$ cat config.mk
export PLATFORM = sky130hd
export DESIGN_NAME = tlul_reg_responder
export DESIGN_NICKNAME = d
export VERILOG_FILES = /design/src/rtl/tlul_pkg.sv /design/src/rtl/tlul_req_err.sv /design/src/rtl/tlul_reg_responder.sv
export SDC_FILE = /design/constraint.sdc
export NUM_CORES = 1
export LEC_CHECK = 0
export ABC_AREA = 1
export CAP_MARGIN = 20
export CORE_ASPECT_RATIO = 0.75
export CORE_MARGIN = 10
export CORE_UTILIZATION = 43
export DETAILED_ROUTE_END_ITERATION = 16
export HOLD_SLACK_MARGIN = 0.05
export PLACE_DENSITY = 0.88
export SLEW_MARGIN = 20
export SYNTH_ARGS = -nofsm -noshare
export SYNTH_HDL_FRONTEND = slang
export SYNTH_SLANG_ARGS = --single-unit
$ cat constraint.sdc
create_clock -name clk_i -period 2 [get_ports clk_i]
set_input_delay 0.4 -clock clk_i [delete_from_list [all_inputs] [get_ports clk_i]]
set_output_delay 0.4 -clock clk_i [all_outputs]
set_load 0.1 [all_outputs]
$ cat src/rtl/tlul_pkg.sv
// TL-UL bus types shared by the register responder and its bench.
package tlul_pkg;

  localparam int TL_AW  = 32;
  localparam int TL_DW  = 32;
  localparam int TL_AIW = 8;
  localparam int TL_DIW = 1;
  localparam int TL_SZW = 2;
  localparam int TL_DBW = TL_DW / 8;

  typedef enum logic [2:0] {
    PutFullData    = 3'h0,
    PutPartialData = 3'h1,
    Get            = 3'h4
  } tl_a_op_e;

  typedef enum logic [2:0] {
    AccessAck     = 3'h0,
    AccessAckData = 3'h1
  } tl_d_op_e;

  typedef struct packed {
    logic              a_valid;
    tl_a_op_e          a_opcode;
    logic [2:0]        a_param;
    logic [TL_SZW-1:0] a_size;
    logic [TL_AIW-1:0] a_source;
    logic [TL_AW-1:0]  a_address;
    logic [TL_DBW-1:0] a_mask;
    logic [TL_DW-1:0]  a_data;
    logic              d_ready;
  } tl_h2d_t;

  typedef struct packed {
    logic              d_valid;
    tl_d_op_e          d_opcode;
    logic [2:0]        d_param;
    logic [TL_SZW-1:0] d_size;
    logic [TL_AIW-1:0] d_source;
    logic [TL_DIW-1:0] d_sink;
    logic [TL_DW-1:0]  d_data;
    logic              d_error;
    logic              a_ready;
  } tl_d2h_t;

endpackage

$ cat src/rtl/tlul_req_err.sv
// Combinational legality check of a TL-UL A-channel request.
module tlul_req_err
  import tlul_pkg::*;
(
  input  tl_h2d_t tl_i,
  output logic    err_o
);

  logic [3:0] lanes;
  logic       misaligned;
  logic       op_err;
  logic       size_err;
  logic       mask_err;
  logic       full_err;

  // Fields that play no part in legality.
  logic unused_tl;
  assign unused_tl = ^{tl_i.a_valid, tl_i.a_param, tl_i.a_source, tl_i.a_data,
                       tl_i.d_ready, tl_i.a_address[TL_AW-1:2]};

  // Byte lanes covered by size and low address bits, plus alignment.
  always_comb begin
    lanes      = 4'b0000;
    misaligned = 1'b0;
    case (tl_i.a_size)
      2'd0: lanes = 4'b0001 << tl_i.a_address[1:0];
      2'd1: begin
        lanes      = tl_i.a_address[1] ? 4'b1100 : 4'b0011;
        misaligned = tl_i.a_address[0];
      end
      2'd2: begin
        lanes      = 4'b1111;
        misaligned = |tl_i.a_address[1:0];
      end
      default: lanes = 4'b1111;  // size 3 is rejected by size_err
    endcase
  end

  // Combine the individual error conditions.
  always_comb begin
    op_err   = !((tl_i.a_opcode == PutFullData) ||
                 (tl_i.a_opcode == PutPartialData) ||
                 (tl_i.a_opcode == Get));
    size_err = (tl_i.a_size == 2'd3);
    mask_err = |(tl_i.a_mask & ~lanes);
    full_err = (tl_i.a_opcode == PutFullData) && ((tl_i.a_mask & lanes) != lanes);
    err_o    = op_err | size_err | misaligned | mask_err | full_err;
  end

endmodule

$ cat src/rtl/tlul_reg_responder.sv
// TL-UL device adapter: one outstanding request turned into a level
// register strobe held until reg_ready_i, then a single D response.
//
// Handshakes: a transfer happens on a channel in a cycle where valid and
// ready are both high; valid and its payload hold steady until then and
// valid never waits for ready.
module tlul_reg_responder
  import tlul_pkg::*;
#(
  parameter int RegAw = 8,
  parameter int RegDw = 32   // only 32 is supported
) (
  input  logic               clk_i,
  input  logic               rst_ni,
  input  tl_h2d_t            tl_i,
  output tl_d2h_t            tl_o,
  output logic               reg_we_o,
  output logic               reg_re_o,
  output logic [RegAw-1:0]   reg_addr_o,
  output logic [RegDw-1:0]   reg_wdata_o,
  output logic [RegDw/8-1:0] reg_be_o,
  input  logic [RegDw-1:0]   reg_rdata_i,
  input  logic               reg_error_i,
  input  logic               reg_ready_i
);

  typedef enum logic [1:0] {
    IDLE   = 2'd0,
    ACCESS = 2'd1,
    RESP   = 2'd2
  } state_e;

  state_e state;
  state_e state_next;

  logic               req_err;
  logic               accept;
  tl_a_op_e           op_q;
  logic [TL_SZW-1:0]  size_q;
  logic [TL_AIW-1:0]  source_q;
  logic [RegAw-1:2]   addr_q;
  logic [RegDw/8-1:0] mask_q;
  logic [RegDw-1:0]   wdata_q;
  logic               req_err_q;
  logic [RegDw-1:0]   rdata_q;
  logic               rerr_q;
  logic               is_get;
  logic               is_put;

  // Upper/low address bits and a_param are not used by a word register port.
  logic unused_tl;
  assign unused_tl = ^{tl_i.a_param, tl_i.a_address[TL_AW-1:RegAw],
                       tl_i.a_address[1:0]};

  tlul_req_err u_req_err (
    .tl_i  (tl_i),
    .err_o (req_err)
  );

  assign accept = (state == IDLE) && tl_i.a_valid;
  assign is_get = (op_q == Get);
  assign is_put = (op_q == PutFullData) || (op_q == PutPartialData);

  // State register.
  always_ff @(posedge clk_i or negedge rst_ni) begin
    if (!rst_ni) begin
      state <= IDLE;
    end else begin
      state <= state_next;
    end
  end

  // Next-state logic; reg_ready_i only matters in ACCESS.
  always_comb begin
    state_next = state;
    case (state)
      IDLE:    if (tl_i.a_valid) state_next = req_err ? RESP : ACCESS;
      ACCESS:  if (reg_ready_i)  state_next = RESP;
      RESP:    if (tl_i.d_ready) state_next = IDLE;
      default: state_next = IDLE;
    endcase
  end

  // Request capture on accept, register result capture on completion.
  always_ff @(posedge clk_i or negedge rst_ni) begin
    if (!rst_ni) begin
      op_q      <= PutFullData;
      size_q    <= '0;
      source_q  <= '0;
      addr_q    <= '0;
      mask_q    <= '0;
      wdata_q   <= '0;
      req_err_q <= 1'b0;
      rdata_q   <= '0;
      rerr_q    <= 1'b0;
    end else if (accept) begin
      op_q      <= tl_i.a_opcode;
      size_q    <= tl_i.a_size;
      source_q  <= tl_i.a_source;
      addr_q    <= tl_i.a_address[RegAw-1:2];
      mask_q    <= tl_i.a_mask;
      wdata_q   <= tl_i.a_data;
      req_err_q <= req_err;
      rdata_q   <= '0;
      rerr_q    <= 1'b0;
    end else if ((state == ACCESS) && reg_ready_i) begin
      rdata_q <= reg_rdata_i;
      rerr_q  <= reg_error_i;
    end
  end

  // Outputs decoded from state and the captured request.
  always_comb begin
    reg_we_o    = (state == ACCESS) && is_put;
    reg_re_o    = (state == ACCESS) && is_get;
    reg_addr_o  = {addr_q, 2'b00};
    reg_wdata_o = wdata_q;
    reg_be_o    = mask_q;

    tl_o          = '0;
    tl_o.a_ready  = (state == IDLE);
    tl_o.d_valid  = (state == RESP);
    tl_o.d_opcode = is_get ? AccessAckData : AccessAck;
    tl_o.d_param  = 3'd0;
    tl_o.d_size   = size_q;
    tl_o.d_source = source_q;
    tl_o.d_sink   = '0;
    tl_o.d_error  = req_err_q | rerr_q;
    if (!is_get) begin
      tl_o.d_data = '0;
    end else if (req_err_q | rerr_q) begin
      tl_o.d_data = '1;
    end else begin
      tl_o.d_data = rdata_q;
    end
  end

endmodule

Yosys cells after proc, flatten, opt, wreduce, memory -nomap -nowiden
Cells that the tools add are included.
{"block": "totals", "register_bits": 91}
{"block": "classes", "n_eq_ne": 13, "shift": 1, "n_mux": 15, "n_bitwise": 8, "n_reduce_logical": 17}
{"op": "$mux 32", "count": 4}
{"op": "$and 4x4->4", "count": 2}
{"op": "$mux 2", "count": 4}
{"op": "$pmux 4 s2", "count": 1}
{"op": "$eq 2x2->1 const B", "count": 3}
{"op": "$eq 3x1->1 const B", "count": 2}
{"op": "$eq 3x3->1 const B", "count": 2}
{"op": "$logic_not 3->1", "count": 2}
{"op": "$ne 2x2->1 const B", "count": 3}
{"op": "$pmux 2 s3", "count": 1}
{"op": "$logic_and 1x1->1", "count": 5}
{"op": "$or 1x1->1", "count": 5}
{"op": "$eq 2x1->1 const B", "count": 2}
{"op": "$logic_not 2->1", "count": 2}
{"op": "$mux 4", "count": 1}
{"op": "$ne 4x4->1", "count": 1}
{"op": "$not 4->4", "count": 1}
{"op": "$reduce_or 4->1", "count": 1}
{"op": "$shl 1x2->4 const A", "count": 1}
{"op": "$logic_or 1x1->1", "count": 3}
{"op": "$mux 1", "count": 3}
{"op": "$reduce_and 3->1", "count": 1}
{"op": "$pmux 1 s2", "count": 1}
{"op": "$reduce_bool 2->1", "count": 1}
{"op": "2 further kinds", "count": 2}

Depth between registers and ports, before layout
Gate-level depths: netlist (run 1).
{"block": "logic_depth", "depth_word": 11, "depth_mapped": 13, "ltp_nobuf": 13}

Cells and area by module
A second synthesis (run 1) with hierarchy kept.
{"block": "unflattened", "cells_unflattened": 543, "area_unflattened_um2": 4326.6}
{"module": "tlul_reg_responder", "instances": 1, "cells_per_inst": 489, "area_each_um2": 4047.6, "seq_area_each_um2": 2277.2}
{"module": "tlul_req_err", "instances": 1, "cells_per_inst": 54, "area_each_um2": 279.0, "seq_area_each_um2": 0.0}

Worst setup path before layout (run 1)
Ideal clock, no wire load.
{"block": "synth_path", "path_type": "register -> output", "start": "register state[1]", "end": "output port reg_we_o", "arrival_time_ns": 2.717, "required_time_ns": 1.600, "slack_ns": -1.117, "path_stages_with_launch": 4, "path_cell_list": "dfrtp_1 nor2_4 inv_1 nor3_1"}
{"block": "synth_via", "elab_chain_len": 2}
{"element": "start, declared", "line": "tlul_reg_responder.sv:33", "text": "state_e state;"}
{"element": "start signal, assigned", "line": "tlul_reg_responder.sv:69", "text": "state <= state_next;"}
{"element": "$eq 2x1->1", "line": "tlul_reg_responder.sv:114", "text": "reg_we_o = (state == ACCESS) && is_put;"}
{"element": "$logic_and 1x1->1", "line": "tlul_reg_responder.sv:114"}
{"element": "end, declared", "line": "tlul_reg_responder.sv:17", "text": "output logic reg_we_o,"}
No other way between the ends.

==> results of run 1 <==
## area by class of cell
class / count / area share [%]
timing repair buffer: 206 / 33.0
clock inverter: 4 / 0.354
inverter: 56 / 2.97
multi-input combinational: 326 / 25.6
clock buffer: 12 / 3.63
sequential: 91 / 32.2
tap: 128 / 2.27
## placed cells by master (no fill, tap or decap), drive strengths merged, types with 5 or more instances in the layout
cell and instances:
nand2 181, clkdlybuf4s50 93, inv 56, conb 8, ha 5, clkbuf 13
o21ai 42, buf 111, nand3 43, a21oi 32, dfrtp 91, nor2 10
## per-stage QoR
stage          instance area (um2)  utilization, %  setup TNS (ns)
5_1_grt                       7070            76.5          -0.950
3_5_place_dp                  6710            72.7          -0.202
6_report                      7070            76.5        -0.00757
4_1_cts                       7020            76.0         -0.0996
3_3_place_gp                  6710            72.7        -0.00761
2_1_floorplan                 4510               -           -5.33
## flip-flops by register name, indices dropped and copies added (netlist names)
signal       flops
addr_q           6
op_q             3
rdata_q         32
reg_be_o         4
reg_wdata_o     32
req_err_q        1
rerr_q           1
size_q           2
source_q         8
state            2
## worst min path at each step
stage	startpoint	to	slack [ns]	cells after the start
2_1_floorplan	rst_ni	addr_q[2]$_DFFE_PN0P_	0.10	0
3_3_place_gp	rst_ni	rdata_q[23]$_DFFE_PN0P_	0.31	1
3_5_place_dp	rst_ni	rdata_q[23]$_DFFE_PN0P_	0.32	1
4_1_cts	reg_wdata_o[16]$_DFFE_PN0P_	reg_wdata_o[16]$_DFFE_PN0P_	0.48	2
5_1_grt	reg_wdata_o[23]$_DFFE_PN0P_	reg_wdata_o[23]$_DFFE_PN0P_	0.49	2
6_report	reg_wdata_o[16]$_DFFE_PN0P_	reg_wdata_o[16]$_DFFE_PN0P_	0.48	2
## timing repair
item	4_1_cts	5_1_grt
endpoints found under the hold margin	21	0
resized for setup	1	6
setup endpoints to repair	29	31
hold buffers	1	0
setup buffers	1	0
gates cloned	0	1
pin swaps	1	2
## critical path, delay by kind of cell, from the launching register on
kind	cells	cell delay, ns
buffers and inverters	2	0.39
and+or+nand+nor	2	0.31
DFF	1	0.41
AOI/OAI and AO/OA	1	0.16
## metal layers
layer  global-route usage (%)  routed length, um
met1                     22.6               5580
met5                        0                  0
met3                     9.86               1620
met4                     5.89                211
met2                     35.4               7800
## cell families (layout without fill, tap and decap cells)
logic type	count (synthesis)	after routing	share of synthesized area, %
compound gates	75	75	9.11
fa+ha+maj	5	5	1.51
buf+inv	93	278	10.8
flops	91	91	54.9
other cells	1	8	0.0904
simple gates	238	238	23.6
==> key figures, run 1 <==
Final layout
  – Fillers: 595
  – Layout cell share with drive strength beyond 1: 24.5%
  – Ant. Diodes: 0
  – Reg area: ~2300 um2
  – Area Overhead vs Synth: 70.4%
  – Fin cells: 823
  – Nets@finish: 817
  – Multi-input gate area: approximately 1800 um2

Clock tree
  – Root Driver: clkbuf_16
  – H-tree depth: 3
  – Clk sinks: a little over 90
  – Clock latency on the worst-skew pair: around 0.34 ns
  – CTS tree: done
  – CTS Buf Count: 9
  – Clock transition at path regs: 0.06 ns
  – CTS Buffer Depth: 2

Timing
  – Clock Skew: a little under 0.008 ns
  – Slew Limit Fails: 0
  – Fin crit share: 100%
  – RSZ-0062 raised after global routing: true
  – Worst hold margin: ~0.48 ns
  – Final Hold Vio Count: 0
  – Fmax: 499 MHz
  – Final setup vio count: 2
  – Post-route setup slack: -0.00505 ns
  – Min Tclk post-route: 2.01 ns

Logic synthesis
  – Top post-synthesis cells by count: nand2_1, dfrtp_1, inv_1
  – Seq/Total Area, Yosys: ~55%
  – Post-synth EDFFs: 0
  – Post-Syn Area per Cell: 8.25 um2
  – Asr flop ratio synth: 100%
  – Post-Synthesis Cells: 503
  – Synth warn: 0
  – Area leader, netlist: dfrtp_1
  – Top_reg_cell synth: dfrtp_1
  – Post-synth top area share: 54.9%
  – Seq cells post-synth: 91
  – Netlist cell types: 21
  – Top cells by area, synth: dfrtp_1, nand2_1, nand3_1, inv_1, a21oi_1
  – Count leader, synth: nand2_1
  – Cell Area, Synth: 4150 um2

Setup path
  – CP required: 1.60 ns
  – Slowest cell on the critical path: dfrtp_1
  – Startpoint Class: register
  – Worst Setup Path Type: register to output port
  – R2R Setup Slk: 0.24 ns
  – Worst-path cell chain: nor2_2 > nand2_4 > buf_6 > a21oi_4 > buf_12
  – Critical Path Fanout Max: 9
  – R2R depth: 7
  – Crit path capture type: output port
  – R2R Path End: rdata_q[31]$_DFFE_PN0P_
  – Critical Path Start: op_q[1]$_DFFE_PN0P_
  – CP arrival: 1.61 ns
  – RR Startpoint: state[0]$_DFFE_PN0P_
  – CP max stage delay: 0.41 ns
  – Worst setup path end: tl_o[24]

Drt
  – DRT Pass-1 Iters: 5
  – Routed vias: 4143
  – Initial DRC Count: 227
  – Drt total wl: 15.2 mm
  – WL/cell: 18.5 um
  – Vias per std cell: 5.03
  – Post-route antenna net violation count: 0
  – Post-route DRC: 0

Placement
  – HPWL Detailed: 11.1 mm
  – Placed Cells: 804
  – Gpl congestion: about 0.83
  – Port buffer count: between 150 and 200
  – Worst slack at placement: -0.0838 ns

Die
  – Die H: 105 um
  – CORE AREA: 9230 um2
  – Total die area: 14000 um2
  – Initial core utilization: ~45%
  – Num rows: 30
  – Die width: 133 um
  – IO Count: 220

Global routing
  – Gr ovfl total: 0
  – Antenna violations before repair: 0
  – Vias in the first global route: between 4000 and 5000
  – Global-route wire length before repair: around 24 mm
  – Largest net degree at the start of global routing: 47
  – GRT Total Usage: 20.8%

Flow run
  – Number of max-cap violations: 0

Min path
  – HP Class: register to register

Outcome
  – Outcome: finished with violations
  – Failing checks: setup timing
Power of run 1 is left out: the tool's default activity adds up to more than one toggle a clock period on the data nets, which glitch-free logic cannot reach.
==> run 2: changes to the inputs <==
- GPL_TIMING_DRIVEN: not set -> 0
- SKIP_CTS_REPAIR_TIMING: not set -> 1
==> run 2 against run 1 <==
Net effect: the flow still finishes with violations (setup timing); cell area increased by 5.9%; maximum frequency is 5.5% lower; sequential share of layout area is 1.8 points lower; setup slack got worse by 0.12 ns; hold slack worse by 0.40 ns; critical path depth up 1; clock-buffer cell count down 3; first-iteration DRC count is 21% higher; non-clock buffer count increased by 24; clock skew grew 0.0019 ns; routed wire length rose by 3.5%.
==> key figures, run 2 (synthesis gave the netlist of run 1 again) <==
Outcome
  – Outcome: finished with violations
  – Failing checks: setup timing

Clock tree
  – Clock latency on the worst-skew pair: 0.34 ns (about the same)
  – CTS Buffer Depth: 2 (unchanged)
  – Clock transition at path regs: 0.07 ns (about the same)
  – Root Driver: clkbuf_16
  – CTS Buf Count: 9 (unchanged)
  – CTS tree: done
  – Clk sinks: 91 (unchanged)
  – H-tree depth: 3 (unchanged)

Timing
  – Slew Limit Fails: 0 (unchanged)
  – Fin crit share: 106% (+5.8 points)
  – Post-route setup slack: -0.121 ns (-0.116 ns)
  – Fmax: 472 MHz (-5.5%)
  – Slew margin rel.: 30.6%
  – Slew @ Worst Pin: 1.04 ns
  – RSZ-0062 raised after global routing: true
  – Clock Skew: 0.00965 ns (+0.00191 ns)
  – Final setup vio count: 26 (+24)
  – Min Tclk post-route: 2.12 ns (+0.116 ns)
  – Final Hold Vio Count: 0 (unchanged)

Placement
  – Placed Cells: 823 (+2.4%)
  – Port buffer count: 183 (-0.54%)
  – HPWL Detailed: 11.3 mm (+2.1%)
  – Gpl congestion: 0.855 (+3.6%)

Drt
  – WL/cell: 18.6 um (+0.59%)
  – Routed vias: 4249 (+2.6%)
  – DRT Pass-1 Iters: 5 (unchanged)
  – Vias per std cell: 5.02 (-0.35%)
  – Initial DRC Count: 275 (+21%)
  – Drt total wl: 15.7 mm (+3.5%)
  – Post-route DRC: 0 (unchanged)
  – Post-route antenna net violation count: 0 (unchanged)

Final layout
  – Commonest cells after routing, fill and taps aside: nand2_1, clkdlybuf4s50_1, dfrtp_1
  – Fin cells: 847 (+2.9%)
  – Leading cell type in the layout, fill and taps excluded: nand2_1
  – Layout cell share with drive strength beyond 1: 20.2% (-4.3 points)
  – Ant. Diodes: 0 (unchanged)
  – Area Overhead vs Synth: 80.4%
  – Nets@finish: 841 (+2.9%)

Die
  – Die width: 133 um (unchanged)
  – Initial core utilization: 44.9% (unchanged)
  – Die H: 105 um (unchanged)
  – Total die area: 14000 um2 (unchanged)
  – Num rows: 30 (unchanged)
  – CORE AREA: 9230 um2 (unchanged)
  – IO Count: 220 (unchanged)

Global routing
  – Largest net degree at the start of global routing: 47 (unchanged)
  – Vias in the first global route: 4409 (+2.2%)
  – Gr ovfl total: 0 (unchanged)
  – GRT Total Usage: 20.6% (-0.15 points)
  – Global-route wire length before repair: 23.4 mm (-0.32%)
  – Antenna violations before repair: 0 (unchanged)

Setup path
  – Slowest cell on the critical path: dfrtp_1
  – CP max stage delay: 0.42 ns (about the same)
  – Startpoint Class: register
  – Most common cell on crit path: buf_12
  – Crit path capture type: output port
  – Worst path top cell family by delay: buffers and inverters
  – Critical Path Fanout Max: 10 (+1)
  – CP arrival: 1.72 ns (+0.11 ns)
  – Worst Setup Path Type: register to output port
  – CP required: 1.60 ns (about the same)
  – Worst path bufs/invs: 3 (+1)
  – Worst-path cell chain: nor2_2 > nand2_4 > buf_4 > buf_12 > a21oi_4 > buf_12

Min path
  – HP Class: input port to asynchronous set/reset pin

Flow run
  – Number of max-cap violations: 0 (unchanged)
[run 2: path summary, 6_finish.rpt]
path	startpoint	endpoint	slack, ns	depth (start not counted)
max	op_q[1]$_DFFE_PN0P_	tl_o[17]	-0.12	6
min reg2reg	source_q[4]$_DFFE_PN0P_	source_q[4]$_DFFE_PN0P_	0.48	2
min	rst_ni	rdata_q[29]$_DFFE_PN0P_	0.07	1
max reg2reg	state[1]$_DFFE_PN0P_	source_q[0]$_DFFE_PN0P_	0.62	7
min in group clk_i	reg_ready_i	rdata_q[1]$_DFFE_PN0P_	0.43	3
max in group asynchronous	rst_ni	reg_wdata_o[19]$_DFFE_PN0P_	1.27	2
[run 2: per-stage QoR]
stage	setup TNS [ns]	util, %	setup WS [ns]	cell area [um2]	hold WS (ns)
global route	-4.27	81.0	-0.207	7480	0.112
finish	-2.07	81.0	-0.121	7480	0.0750
floorplan	-5.33	-	-0.484	4510	0.104
detailed placement	-34.24	70.9	-1.22	6540	0.447
global placement	-282.93	70.4	-2.73	6500	0.461
CTS	-61.51	74.4	-1.58	6870	0.0925
[run 2: routing by layer]
| layer | up-vias | track usage (%) | part of all wire, % |
|---|---|---|---|
| met4 | 0 | 4.65 | 2.0 |
| met2 | 211 | 33.8 | 50 |
| met5 | - | 0 | 0 |
| li1 | 1968 | - | - |
| met1 | 2048 | 24.1 | 38 |
| met3 | 22 | 9.52 | 9.9 |
[run 2: cell type report]
type                       instances  area, um2
clock inverter                     7       98.8
multi-input combinational        326       1810
timing repair buffer             194       2390
fill                             520       1750
inverter                          56        210
clock buffer                       9        225
tap                              128        160
buffer                            36        312
sequential                        91       2280
Power of run 2 is left out for the same reason.
==> run 3: changes to the inputs <==
- CORE_MARGIN: 10 -> 5
==> run 3 against run 2 <==
Net effect: critical path type unchanged; the flow still finishes with violations (setup timing); clock-buffer cell count rose by 1; via count rose by 0.49%; sequential share of layout area rose by 0.41 points; highest routed layer unchanged; final cell count rose by 0.24%; setup slack improved by 0.036 ns.
==> key figures, run 3 (synthesis gave the netlist of run 1 again) <==
Global routing
  – Vias in the first global route: 4251 (-3.6%)
  – Largest net degree at the start of global routing: 58 (+23%)
  – Gr ovfl total: 0 (unchanged)
  – Antenna violations before repair: 0 (unchanged)
  – GRT Total Usage: 22.8% (+2.2 points)
  – Global-route wire length before repair: 20.9 mm (-11%)

Timing
  – Fin crit share: 104% (-1.8 points)
  – Slew Limit Fails: 0 (unchanged)
  – Fmax: 480 MHz (+1.7%)
  – Final Hold Vio Count: 0 (unchanged)
  – Worst hold margin: 0.0238 ns (-0.0512 ns)
  – RSZ-0062 raised after global routing: true
  – Slew margin rel.: 31.4% (+0.77 points)
  – Clock Skew: 0.00466 ns (-0.00500 ns)
  – Slew @ Worst Pin: 1.03 ns (-0.0115 ns)
  – Final setup vio count: 5 (-81%)
  – Min Tclk post-route: 2.08 ns (-0.0358 ns)
  – Post-route setup slack: -0.0849 ns (+0.0358 ns)
  – Setup TNS: -0.293 ns (+1.78 ns)

Die
  – Die H: 95.1 um (-9.5%)
  – Initial core utilization: 43.5% (-1.4 points)
  – Die width: 123 um (-7.5%)
  – Total die area: 11700 um2 (-16%)
  – IO Count: 220 (unchanged)
  – Num rows: 31 (+3.3%)
  – CORE AREA: 9540 um2 (+3.3%)

Placement
  – DP Area: 6540 um2 (-0.13%)
  – HPWL Detailed: 10.2 mm (-9.9%)
  – Port buffer count: 183 (unchanged)
  – Gpl congestion: 0.861 (+0.65%)
  – Worst slack at placement: -1.21 ns (+0.0103 ns)

Setup path
  – Critical Path Fanout Max: 8 (-2)
  – Critical Path Start: op_q[1]$_DFFE_PN0P_
  – CP arrival: 1.68 ns (-0.04 ns)
  – Slowest cell on the critical path: dfrtp_1
  – Worst Setup Path Type: register to output port
  – Crit path capture type: output port
  – CP max stage delay: 0.41 ns (about the same)
  – Worst-path cell chain: nor2_2 > nand2_4 > buf_6 > clkbuf_16 > a21oi_4 > buf_12
  – RR Startpoint: state[0]$_DFFE_PN0P_
  – R2R Setup Slk: 0.62 ns (about the same)
  – Startpoint Class: register
  – R2R depth: 6 (-1)
  – R2R Path End: rdata_q[20]$_DFFE_PN0P_
  – CP required: 1.60 ns (about the same)
  – Worst setup path end: tl_o[25]

Outcome
  – Failing checks: setup timing
  – Outcome: finished with violations

Final layout
  – Leading cell type in the layout, fill and taps excluded: nand2_1
  – Design Area, Final: 7380 um2 (-1.3%)
  – Area Overhead vs Synth: 78.0%
  – Nets@finish: 839 (-0.24%)
  – Ant. Diodes: 0 (unchanged)
  – Layout cell share with drive strength beyond 1: 19.5% (-0.64 points)
  – Commonest cells after routing, fill and taps aside: nand2_1, clkdlybuf4s50_1, dfrtp_1

Drt
  – Vias per std cell: 5.03 (+0.26%)
  – Post-route DRC: 0 (unchanged)
  – WL/cell: 17.7 um (-5.0%)
  – Routed vias: 4270 (+0.49%)
  – DRT Pass-1 Iters: 7 (+2)
  – Post-route antenna net violation count: 0 (unchanged)
  – Drt total wl: 15.0 mm (-4.8%)
  – Initial DRC Count: 226 (-18%)

Clock tree
  – Clock latency on the worst-skew pair: 0.34 ns (about the same)
  – H-tree depth: 3 (unchanged)
  – CTS tree: done
  – Clock transition at path regs: 0.06 ns (about the same)
  – CTS Buffer Depth: 2 (unchanged)
  – Clk sinks: 91 (unchanged)
  – CTS Buf Count: 9 (unchanged)
  – Root Driver: clkbuf_16

Min path
  – HP Class: input port to asynchronous set/reset pin

Flow run
  – Number of max-cap violations: 0 (unchanged)
## run 3: critical path, delay by kind of cell (launching register included)
kind	cells	cell delay (ns)
AND/OR/NAND/NOR	2	0.27
buffers and inverters	3	0.50
flip-flops	1	0.41
AO/OA/AOI/OAI	1	0.16
## run 3: final cells by class
class / instances / area, um2
Fill cell: 618 / 2160
Clock buffer: 10 / 229
Sequential cell: 91 / 2280
Timing Repair Buffer: 191 / 2340
Buffer: 37 / 323
Inverter: 56 / 210
Clock inverter: 6 / 40.0
Tap cell: 132 / 165
Multi-Input combinational cell: 326 / 1800
## run 3: worst min path at each step
stage | end
after global placement | reg_wdata_o[21]$_DFFE_PN0P_
final | rdata_q[18]$_DFFE_PN0P_
after detailed placement | rdata_q[15]$_DFFE_PN0P_
after floorplan | addr_q[2]$_DFFE_PN0P_
after CTS | rdata_q[15]$_DFFE_PN0P_
after global routing | rdata_q[18]$_DFFE_PN0P_
## run 3: metrics by stage
stage | std cells | util, %
after floorplan | 510 | -
after global placement | 825 | 68.2
after detailed placement | 826 | 68.5
after CTS | 842 | 71.3
after global routing | 849 | 77.4
final | 849 | 77.4
## run 3: routing by layer
metal  up-vias  GRT usage, %  part of all wire (%)
met2       208          38.4                    50
met1      2053          26.8                    37
li1       1970             -                     -
met4         0          5.16                   2.7
met3        39          10.4                    10
met5         -             0                     0
Power of run 3 is left out for the same reason.
